==> src/rtl/featuremap_conv_multi.sv <==
// Streaming KxK valid-mode 2-D convolution producing NCH feature maps from one
// shared line buffer and window; 3-stage pipeline (window, products, sum/saturate).
module featuremap_conv_multi #(
   parameter int                            DWIDTH  = 16,
   parameter int                            FRAC    = 8,
   parameter int                            IMG_W   = 32,
   parameter int                            IMG_H   = 32,
   parameter int                            K       = 5,
   parameter int                            NCH     = 3,
   parameter logic [NCH*K*K*DWIDTH-1:0]     WEIGHTS = '0,
   parameter logic [NCH*DWIDTH-1:0]         BIAS    = '0,
   parameter int                            RELU    = 0
) (
   input  logic                    clock,
   input  logic                    reset,
   input  logic [DWIDTH-1:0]       data_in,
   input  logic                    data_valid,
   input  logic                    frame_clear,
   output logic [NCH*DWIDTH-1:0]   data_out,
   output logic                    data_valid_out,
   output logic                    frame_done
);

   localparam int CW = $clog2(IMG_W);
   localparam int RW = $clog2(IMG_H);
   localparam int NT = K * K;
   localparam int PW = 2 * DWIDTH;
   localparam int AW = PW + $clog2(NT);
   localparam logic signed [AW-1:0] SAT_MAX = {{(AW-DWIDTH+1){1'b0}}, {(DWIDTH-1){1'b1}}};
   localparam logic signed [AW-1:0] SAT_MIN = ~SAT_MAX;

   logic [CW-1:0]              col_q, col_d;
   logic [RW-1:0]              row_q, row_d;
   logic                       accept, at_out, at_last;
   logic signed [DWIDTH-1:0]   lb_mem [K-1][IMG_W];
   logic signed [DWIDTH-1:0]   tap [K];
   logic signed [DWIDTH-1:0]   win_q [K][K];
   logic signed [DWIDTH-1:0]   win_d [K][K];
   logic                       v1_q, v1_d, last1_q, last1_d;
   logic                       v2_q, v2_d, last2_q, last2_d;
   logic signed [PW-1:0]       prod_q [NCH][NT];
   logic signed [PW-1:0]       prod_d [NCH][NT];
   logic signed [AW-1:0]       acc [NCH];
   logic signed [AW-1:0]       shifted [NCH];
   logic [NCH*DWIDTH-1:0]      out_q, out_d;
   logic                       vout_q, vout_d, fd_q, fd_d;

   function automatic logic [DWIDTH-1:0] sat_relu(input logic signed [AW-1:0] v);
      logic signed [AW-1:0] s;
      if (v > SAT_MAX)      s = SAT_MAX;
      else if (v < SAT_MIN) s = SAT_MIN;
      else                  s = v;
      if (RELU != 0 && s[AW-1]) s = '0;
      return s[DWIDTH-1:0];
   endfunction

   // A pixel presented together with frame_clear is dropped, not accepted.
   assign accept  = data_valid & ~frame_clear;
   assign at_out  = (row_q >= RW'(K-1)) && (col_q >= CW'(K-1));
   assign at_last = (row_q == RW'(IMG_H-1)) && (col_q == CW'(IMG_W-1));

   always_comb begin
      col_d = col_q;
      row_d = row_q;
      if (frame_clear) begin
         col_d = '0;
         row_d = '0;
      end else if (data_valid) begin
         if (col_q == CW'(IMG_W-1)) begin
            col_d = '0;
            row_d = (row_q == RW'(IMG_H-1)) ? '0 : row_q + RW'(1);
         end else begin
            col_d = col_q + CW'(1);
         end
      end
   end

   // tap[K-1] is the current row; tap[0] is the row K-1 lines above.
   always_comb begin
      tap[K-1] = data_in;
      for (int i = 0; i < K-1; i++) tap[K-2-i] = lb_mem[i][col_q];
   end

   always_comb begin
      win_d = win_q;
      if (accept) begin
         for (int r = 0; r < K; r++) begin
            for (int q = 0; q < K-1; q++) win_d[r][q] = win_q[r][q+1];
            win_d[r][K-1] = tap[r];
         end
      end
   end

   always_comb begin
      v1_d    = accept & at_out;
      last1_d = accept & at_last;
      v2_d    = v1_q;
      last2_d = last1_q & v1_q;
      vout_d  = v2_q;
      fd_d    = last2_q;
   end

   always_comb begin
      prod_d = prod_q;
      if (v1_q) begin
         for (int c = 0; c < NCH; c++)
            for (int r = 0; r < K; r++)
               for (int q = 0; q < K; q++)
                  prod_d[c][r*K+q] = PW'(win_q[r][q]) *
                     PW'($signed(WEIGHTS[((c*K+r)*K+q)*DWIDTH +: DWIDTH]));
      end
   end

   // Bias is aligned to the product scale (2*FRAC) before the floor shift.
   always_comb begin
      out_d = out_q;
      for (int c = 0; c < NCH; c++) begin
         acc[c] = AW'($signed(BIAS[c*DWIDTH +: DWIDTH])) <<< FRAC;
         for (int i = 0; i < NT; i++) acc[c] = acc[c] + AW'(prod_q[c][i]);
         shifted[c] = acc[c] >>> FRAC;
         if (v2_q) out_d[c*DWIDTH +: DWIDTH] = sat_relu(shifted[c]);
      end
   end

   always_ff @(posedge clock) begin
      if (accept) begin
         lb_mem[0][col_q] <= data_in;
         for (int i = 1; i < K-1; i++) lb_mem[i][col_q] <= lb_mem[i-1][col_q];
      end
   end

   always_ff @(posedge clock or negedge reset) begin
      if (!reset) begin
         col_q   <= '0;
         row_q   <= '0;
         v1_q    <= 1'b0;
         last1_q <= 1'b0;
         v2_q    <= 1'b0;
         last2_q <= 1'b0;
         vout_q  <= 1'b0;
         fd_q    <= 1'b0;
         out_q   <= '0;
         for (int r = 0; r < K; r++)
            for (int q = 0; q < K; q++) win_q[r][q] <= '0;
         for (int c = 0; c < NCH; c++)
            for (int i = 0; i < NT; i++) prod_q[c][i] <= '0;
      end else begin
         col_q   <= col_d;
         row_q   <= row_d;
         v1_q    <= v1_d;
         last1_q <= last1_d;
         v2_q    <= v2_d;
         last2_q <= last2_d;
         vout_q  <= vout_d;
         fd_q    <= fd_d;
         out_q   <= out_d;
         win_q   <= win_d;
         prod_q  <= prod_d;
      end
   end

   assign data_out       = out_q;
   assign data_valid_out = vout_q;
   assign frame_done     = fd_q;

endmodule
==> config.mk <==
export PLATFORM = sky130hd
export DESIGN_NAME = featuremap_conv_multi
export DESIGN_NICKNAME = d
export VERILOG_FILES = /design/src/rtl/featuremap_conv_multi.sv
export SDC_FILE = /design/constraint.sdc
export NUM_CORES = 1
export LEC_CHECK = 0
export ABC_AREA = 1
export CAP_MARGIN = 20
export CORE_ASPECT_RATIO = 1.2
export CORE_MARGIN = 2
export CORE_UTILIZATION = 37
export CTS_BUF_LIST = sky130_fd_sc_hd__clkbuf_16
export DETAILED_ROUTE_END_ITERATION = 6
export PLACE_DENSITY = 0.81
export SLEW_MARGIN = 5
export SYNTH_ARGS = -nofsm -noshare
export SYNTH_HDL_FRONTEND = slang
export SYNTH_SLANG_ARGS = --single-unit
==> constraint.sdc <==
create_clock -name clock -period 1.9 [get_ports clock]
set_clock_uncertainty 0.1 [all_clocks]
set_input_delay 0.285 -clock clock [delete_from_list [all_inputs] [get_ports clock]]
set_output_delay 0.285 -clock clock [all_outputs]
set_load 0.01 [all_outputs]
==> metrics.cfg, run 1 <==
[outcome]
outcome=completed

[synthesis]
synthTopCellsByArea=dfrtp_1 (36%), buf_4 (32%), ha_1 (6.7%)
synth_area_per_cell_sq_um=8.25
synth_ff_type=dfrtp_1
synth-edff-count=0
synth_cells=136
synthArstFlopShare_pct=100
synth_top_area_share_pct=35.7
ys_top_cells_by_count=buf_4 (48), nand2_1 (19), dfrtp_1 (16), inv_1 (13), nor2_1 (9)
netlist_area_sq_mm=0.00112
yosys_warnings=0
synth_seq_cells=16
yosys.area.top_type=dfrtp_1
yosys.cell_types.count=16
seq_area_frac_synth_pct=35.7
synth.most_common_cell=buf_4

[sta]
rsz0062_at_grt=no
min_period_ns=1.59
setup_viol=0
drv_slew=0
clock.fmax_ghz=0.630
finalHoldViolations=0
fin_tns_setup_ns=0
layout_worst_path_cycle_share_pct=83.6

[placed_design]
io_buffers=5
dpl.hpwl_mm=1.11
post_dp_cell_area_sq_mm=0.00104
gp_congestion=0.866

[worst_setup_path]
critPathLaunch=col_q[0]$_DFFE_PN0P_
worstPathRequired_ns=1.97
endpoint_kind=flip-flop
startpoint_type=flip-flop
r2r_cells=9
r2r-end=col_q[2]$_DFFE_PN0P_
arrival_ns=1.66
reg2reg_from=col_q[0]$_DFFE_PN0P_
r2r_setup_slack_ns=0.31
crit_type=reg2reg
critPathMaxFanout=10

[clock_tree]
cts_setup_buffers=0
h-tree-depth=1
cts_root_buf=clkbuf_16
clkSlewWorstSetupHoldPaths_ns=0.05
cts_resized=0
cts_tree=done
cts_hold_buffers=0
clock_latency_ns=0.25
clk_path_buf_depth=2
clkSinkCount=16
numCtsBuffers=3

[detailed_routing]
wirelength_mm=1.42
dr.pass1.iters=4
vias_per_cell=3.91
initialDrtViolationCount=8
ant_nets=0
drc=0
routedWlPerCell_um=7.94
vias=699

[global_routing]
grt_pass1_wl_mm=2.41
antenna_found_initial=0
grt_pass1_vias=577
grt_overflow=0
grt_max_degree=17
grt_use_total_pct=9.65

[floorplan]
rows=21
die_w_um=54.3
core_area_sq_mm=0.00284
io_pins=70
start_util_pct=39.6
die_y_um=64.3
die_area_sq_mm=0.00349

[finish]
finalInstanceArea_sq_mm=0.00112
num-fill-cells=294
nets=172
synthToLayoutAreaGrowth_pct=-0.446
antenna_cells=0
drive_above_1_share_pct=6.90

[job]
max_cap_viol_count=0

[power]
power_leakage_nw=0.637
power.density_mw_per_mm2=763
ir_worst_vdd_uv=324

[min_path]
holdCritPathClass=in2async

-- kinds of logic after synthesis --
logic type      count (synthesis)  share of synthesized area, %
fa+ha+maj                       6                          6.69
buf+inv                        63                          37.1
simple gates                   42                          16.5
flops                          16                          35.7
other cells                     1                         0.334
compound gates                  8                          3.68
-- final cells by class --
cell class / instances / area, sq um / share of cell area, %
Multi-Input combinational cell: 104 / 482 / 43.1
Sequential cell: 16 / 400 / 35.8
Clock buffer: 3 / 75.1 / 6.72
Timing Repair Buffer: 6 / 57.6 / 5.15
Inverter: 15 / 56.3 / 5.04
Tap cell: 34 / 42.5 / 3.81
Clock inverter: 1 / 3.75 / 0.336
-- where the power goes --
| group | switching (mW) | total [mW] | internal [mW] | leakage [nW] |
|---|---|---|---|---|
| Combinational | 0.0735 | 0.0915 | 0.0179 | 0.378 |
| Clock | 0.129 | 0.408 | 0.279 | 0.0385 |
| Sequential | 0.00517 | 0.353 | 0.348 | 0.221 |
| Total | 0.208 | 0.853 | 0.645 | 0.637 |
-- registers in the layout (all words and copies together) (netlist names) --
name and flops:
col_q 5, row_q 5, data_valid_out 1, fd_d 1
frame_done 1, last1_q 1, v1_q 1, v2_q 1
-- metrics by stage --
stage | total power, mW | std cells | setup slack (ns) | util (%) | hold slack (ns)
floorplan | 0.499 | 183 | 0.451 | - | -0.111
global placement | 0.447 | 175 | 0.341 | 36.6 | 0.232
finish | 0.853 | 179 | 0.312 | 39.4 | 0.253
global route | 0.898 | 179 | 0.168 | 39.4 | 0.274
CTS | 0.867 | 179 | 0.304 | 39.4 | 0.252
detailed placement | 0.449 | 175 | 0.324 | 36.6 | 0.241
-- worst max path at each step --
stage / endpoint / slack (ns)
CTS: col_q[2]$_DFFE_PN0P_ / 0.30
detailed placement: col_q[2]$_DFFE_PN0P_ / 0.32
global route: row_q[1]$_DFFE_PN0P_ / 0.17
global placement: col_q[2]$_DFFE_PN0P_ / 0.34
finish: col_q[2]$_DFFE_PN0P_ / 0.31
floorplan: row_q[3]$_DFFE_PN0P_ / 0.45
-- critical path: stages, from the launching register on --
cell and delay [ns]:
dfrtp_1 0.39, ha_1 0.21, nand2_1 0.08, nor2_1 0.04, ha_1 0.21, nand2_2 0.10, nand2_4 0.10, inv_2 0.08
o21ai_0 0.08, nor2_1 0.12
-- cell usage in the layout, fill, tap and decap left out --
master,Yosys,layout
nand3_1,6,6
o21ai_0,4,4
nand2_2,1,1
ha_1,6,6
inv_1,13,13
nor2_2,2,2
a21oi_1,3,3
o22ai_1,1,1
nor3_1,4,4
nand2_1,19,19
buf_4,48,1
nand2_4,1,1
inv_2,2,2
clkbuf_16,0,3
nor2_1,9,9
clkinv_1,0,1
conb_1,1,48
clkdlybuf4s50_1,0,5
dfrtp_1,16,16
-- routing by layer --
metal	share of wire [%]	wire [um]	global-route usage, %
met2	47	662	14.9
met4	2.7	39	5.63
met1	41	584	11.5
met5	0	0	0
met3	9.5	135	2.80
No activity file was read; power rests on OpenSTA's default activity.
==> run 2, diff against run 1 <==
==> constraint.sdc (replaced) <==
create_clock -name clock -period 1.6 [get_ports clock]
set_clock_uncertainty 0.1 [all_clocks]
set_input_delay 0.24 -clock clock [delete_from_list [all_inputs] [get_ports clock]]
set_output_delay 0.24 -clock clock [all_outputs]
set_load 0.01 [all_outputs]
==> metrics.cfg, run 2 (synthesis results as in run 1) <==
[placed_design]
dpl.hpwl_mm=1.12  ; +0.77%
dp_cells=175  ; unchanged
post-place-ws_ns=0.0411  ; -0.283 ns
io_buffers=5  ; unchanged
gp_congestion=0.836  ; -3.5%
post_dp_cell_area_sq_mm=0.00104  ; unchanged

[worst_setup_path]
arrival_ns=1.59  ; -0.07 ns
cpMaxStageDelayCell=dfrtp_1
worstPathRequired_ns=1.63  ; -0.34 ns
endpoint_kind=flip-flop
crit_chain=ha_2, nand2_2, nor2_2, ha_2, nand2_4, nand2_4, inv_2, o21ai_0, nor2_1
critPathMaxFanout=5  ; -5
crit_type=reg2reg
slowest_delay_ns=0.37  ; -0.02 ns
startpoint_type=flip-flop

[clock_tree]
clkSlewWorstSetupHoldPaths_ns=0.05  ; about the same
cts_hold_buffers=0  ; unchanged
clock_latency_ns=0.25  ; about the same
numCtsBuffers=3  ; unchanged
h-tree-depth=1  ; unchanged
cts_tree=done
clk_path_buf_depth=2  ; unchanged
cts_root_buf=clkbuf_16
clkSinkCount=16  ; unchanged

[floorplan]
rows=21  ; unchanged
die_w_um=54.3  ; unchanged
core_area_sq_mm=0.00284  ; unchanged
die_y_um=64.3  ; unchanged
start_util_pct=39.6  ; unchanged
die_area_sq_mm=0.00349  ; unchanged
io_pins=70  ; unchanged

[power]
ir_worst_vdd_uv=430  ; +33%
power_leakage_nw=0.649  ; +1.9%
power.density_mw_per_mm2=882  ; +16%
power.total_mw=1.02  ; +19%

[sta]
finalHoldViolations=0  ; unchanged
layout_worst_path_cycle_share_pct=97.8  ; +14 points
setup_ws_ns=0.0356  ; -0.276 ns
setup_viol=0  ; unchanged
min_period_ns=1.56  ; -0.0239 ns
clock.fmax_ghz=0.639  ; +1.5%
hold_slack_ns=0.214  ; -0.0392 ns
drv_slew=0  ; unchanged
fin_tns_setup_ns=0  ; unchanged

[detailed_routing]
highest_layer=met4
ant_nets=0  ; unchanged
wirelength_mm=1.58  ; +11%
routedWlPerCell_um=8.75  ; +10%
drc=0  ; unchanged
wl_met2_um=773  ; +17%
vias_per_cell=3.88  ; -0.68%
dr.pass1.iters=4  ; unchanged
vias=702  ; +0.43%
wl_met1_um=607  ; +3.9%
route.met3.wl_um=154  ; +14%
initialDrtViolationCount=13  ; +5

[job]
max_cap_viol_count=0  ; unchanged

[finish]
synthToLayoutAreaGrowth_pct=2.79
nets=174  ; +1.2%
mostFrequentLayoutCells=conb_1 (48), nand2_1 (18), dfrtp_1 (16)
antenna_cells=0  ; unchanged
reg_top3=col_q (5), row_q (5)
num-fill-cells=295  ; +0.34%
drive_above_1_share_pct=12.2  ; +5.3 points
final_cells=181  ; +1.1%
finalInstanceArea_sq_mm=0.00115  ; +3.2%
mostFrequentLayoutCell=conb_1
final_util_pct=40.7  ; +1.3 points

[global_routing]
grt_use_total_pct=9.04  ; -0.61 points
grt_pass1_vias=532  ; -7.8%
grt_overflow=0  ; unchanged
grt_max_degree=17  ; unchanged
grt_pass1_wl_mm=2.19  ; -8.9%
antenna_found_initial=0  ; unchanged

[min_path]
holdCritPathClass=in2async

[outcome]
outcome=completed

[run 2: cell types whose count changed in the layout (fill, tap and decap cells not counted)]
cell | before | now
nand2_2 | 1 | 2
buf_4 | 1 | 2
nand2_4 | 1 | 2
o21ai_1 | 0 | 1
nand3_2 | 0 | 1
ha_1 | 6 | 4
o21ai_0 | 4 | 3
ha_2 | 0 | 2
nor2_1 | 9 | 7
nand3_1 | 6 | 5
nand2_1 | 19 | 18
nor2_2 | 2 | 4
[run 2: final timing paths]
path	startpoint	to	slack, ns	cells after the start
setup reg to reg	col_q[1]$_DFFE_PN0P_	col_q[2]$_DFFE_PN0P_	0.04	9
setup / recovery	col_q[1]$_DFFE_PN0P_	col_q[2]$_DFFE_PN0P_	0.04	9
hold / removal	reset	row_q[3]$_DFFE_PN0P_	0.21	2
max in group asynchronous	reset	col_q[0]$_DFFE_PN0P_	1.01	2
min in group clock	fd_d$_DFF_PN0_	frame_done$_DFF_PN0_	0.25	0
hold reg to reg	fd_d$_DFF_PN0_	frame_done$_DFF_PN0_	0.25	0
[run 2: timing repair]
action / CTS / global route
resized for setup: 0 / 8
setup buffers: 0 / 1
endpoints found under the setup margin: 0 / 7
[run 2: cell type report]
class | count | area, sq um | share of cell area (%)
multi-input combinational | 105 | 510 | 44.3
clock inverter | 1 | 3.75 | 0.325
sequential | 16 | 400 | 34.7
clock buffer | 3 | 75.1 | 6.51
inverter | 15 | 56.3 | 4.88
timing repair buffer | 7 | 65.1 | 5.64
tap | 34 | 42.5 | 3.69
[run 2: where the power goes]
part	internal, mW	switching [mW]
logic	0.0248	0.0916
registers	0.413	0.00587
clock network	0.331	0.151
total	0.769	0.248
[run 2: routing by layer]
metal,up-vias,global-route usage [%]
met5,-,0
met4,0,7.50
met3,4,2.80
met2,41,13.0
met1,315,10.6
li1,342,-
[run 2: worst max-delay path: cells and delay by family, from the launching register on]
family / cells / cell delay [ns]
and+or+nand+nor: 5 / 0.44
adders and majority gates: 2 / 0.42
DFF: 1 / 0.37
AOI/OAI and AO/OA: 1 / 0.07
buffers and inverters: 1 / 0.05
==> run 3, diff against run 2 <==
--- a/config.mk
+++ b/config.mk
@@ -8,7 +8,6 @@
 export ABC_AREA = 1
 export CAP_MARGIN = 20
 export CORE_ASPECT_RATIO = 1.2
-export CORE_MARGIN = 2
 export CORE_UTILIZATION = 37
 export CTS_BUF_LIST = sky130_fd_sc_hd__clkbuf_16
 export DETAILED_ROUTE_END_ITERATION = 6
==> metrics.cfg, run 3 (synthesis results as in run 1) <==
[finish]
antenna_cells=0  ; unchanged
reg_top3=col_q (5), row_q (5)
final_cells=183  ; +1.1%
mostFrequentLayoutCell=conb_1
synthToLayoutAreaGrowth_pct=5.57
final_util_pct=41.8  ; +1.1 points
drive_above_1_share_pct=14.8  ; +2.5 points
mostFrequentLayoutCells=conb_1 (48), nand2_1 (18), dfrtp_1 (16)
finalInstanceArea_sq_mm=0.00118  ; +2.7%
nets=176  ; +1.1%
num-fill-cells=306  ; +3.7%

[worst_setup_path]
crit_type=reg2reg
startpoint_type=flip-flop
worstPathRequired_ns=1.63  ; about the same
arrival_ns=1.58  ; about the same
endpoint_kind=flip-flop
critPathMaxFanout=5  ; unchanged
r2r_cells=9  ; unchanged

[clock_tree]
clk_path_buf_depth=2  ; unchanged
h-tree-depth=1  ; unchanged
cts_root_buf=clkbuf_16
clock_latency_ns=0.25  ; about the same
cts_hold_buffers=0  ; unchanged
cts_tree=done
clkSinkCount=16  ; unchanged
clkSlewWorstSetupHoldPaths_ns=0.05  ; about the same
numCtsBuffers=3  ; unchanged

[detailed_routing]
highest_layer=met4
initialDrtViolationCount=13  ; unchanged
vias_per_cell=3.98  ; +2.6%
wl_met2_um=858  ; +11%
dr.pass1.iters=4  ; unchanged
vias=728  ; +3.7%
ant_nets=0  ; unchanged
wl_met1_um=620  ; +2.1%
drc=0  ; unchanged
wirelength_mm=1.66  ; +4.9%
routedWlPerCell_um=9.08  ; +3.7%
route.met3.wl_um=138  ; -10%

[global_routing]
grt_use_total_pct=10.4  ; +1.3 points
grt_overflow=0  ; unchanged
grt_pass1_vias=556  ; +4.5%
grt_pass1_wl_mm=2.35  ; +6.9%
antenna_found_initial=0  ; unchanged
grt_max_degree=17  ; unchanged

[floorplan]
core_area_sq_mm=0.00284  ; unchanged
io_pins=70  ; unchanged
die_w_um=52.3  ; -3.7%
start_util_pct=39.6  ; unchanged
die_area_sq_mm=0.00326  ; -6.7%
rows=21  ; unchanged
die_y_um=62.3  ; -3.1%

[sta]
drv_slew=0  ; unchanged
clock.fmax_ghz=0.643  ; +0.65%
finalHoldViolations=0  ; unchanged
layout_worst_path_cycle_share_pct=97.1  ; -0.63 points
min_period_ns=1.55  ; -0.0100 ns
rsz0062_at_grt=yes
setup_viol=0  ; unchanged

[power]
ir_worst_vdd_uv=772  ; +79%
power.density_mw_per_mm2=860  ; -2.4%
power_leakage_nw=0.660  ; +1.7%
power.total_mw=1.02  ; +0.20%

[placed_design]
dpl.hpwl_mm=1.13  ; +0.53%
io_buffers=5  ; unchanged
post_dp_cell_area_sq_mm=0.00104  ; unchanged
gp_congestion=0.869  ; +4.0%
dp_cells=175  ; unchanged

[min_path]
holdCritPathClass=in2async

[job]
max_cap_viol_count=0  ; unchanged

[outcome]
outcome=completed

run 3: cell types whose count changed in the layout (fill, tap and decap cells not counted), sizes merged:
cell and delta:
buf +2
run 3: final cells by class:
| type | count | area, sq um | share of cell area (%) |
|---|---|---|---|
| inverter | 15 | 56.3 | 4.75 |
| timing repair buffer | 9 | 80.1 | 6.76 |
| clock inverter | 1 | 3.75 | 0.317 |
| tap | 34 | 42.5 | 3.59 |
| sequential | 16 | 400 | 33.8 |
| multi-input combinational | 105 | 527 | 44.5 |
| clock buffer | 3 | 75.1 | 6.34 |
run 3: stage by stage:
stage                     setup slack (ns)  hold slack, ns  setup TNS (ns)
after floorplan                      0.151          -0.156               0
after detailed placement           0.00327           0.238               0
after global placement              0.0361           0.232               0
after CTS                           0.0276           0.224               0
after global routing               -0.0234           0.228         -0.0442
final                               0.0457           0.216               0
run 3: worst paths after layout:
| kind | slack, ns | start | end |
|---|---|---|---|
| worst max-delay path | 0.05 | col_q[1]$_DFFE_PN0P_ | col_q[2]$_DFFE_PN0P_ |
| worst min-delay path | 0.22 | reset | fd_d$_DFF_PN0_ |
| worst max register to register | 0.05 | col_q[1]$_DFFE_PN0P_ | col_q[2]$_DFFE_PN0P_ |
| worst min register to register | 0.25 | v2_q$_DFF_PN0_ | data_valid_out$_DFF_PN0_ |
| max in group asynchronous | 1.00 | reset | row_q[4]$_DFFE_PN0P_ |
| min in group clock | 0.25 | v2_q$_DFF_PN0_ | data_valid_out$_DFF_PN0_ |
run 3: what timing repair did:
| item | 4_1_cts | 5_1_grt |
|---|---|---|
| setup buffers | 0 | 3 |
| endpoints found under the setup margin | 1 | 7 |
| gates resized for setup | 1 | 12 |
| gates cloned | 0 | 1 |
| pin swaps | 0 | 6 |
run 3: routing by layer:
metal | up-vias | GRT usage [%]
li1 | 346 | -
met1 | 336 | 10.6
met2 | 42 | 16.2
met3 | 4 | 5.15
met4 | 0 | 6.91
met5 | - | 0
run 3: report_power, final:
part	total (mW)	internal, mW	leakage, nW	switching (mW)
combinational	0.119	0.0263	0.401	0.0931
clock	0.480	0.331	0.0385	0.149
sequential	0.420	0.413	0.221	0.00698
run 3: worst max-delay path, stage by stage, from the launching register on:
cell and delay (ns):
dfrtp_1 0.38, ha_2 0.21, nand2_2 0.07, nor2_2 0.11
ha_2 0.20, nand2_4 0.08, nand2_4 0.11, inv_2 0.06
o21ai_1 0.07, nor2_1 0.06
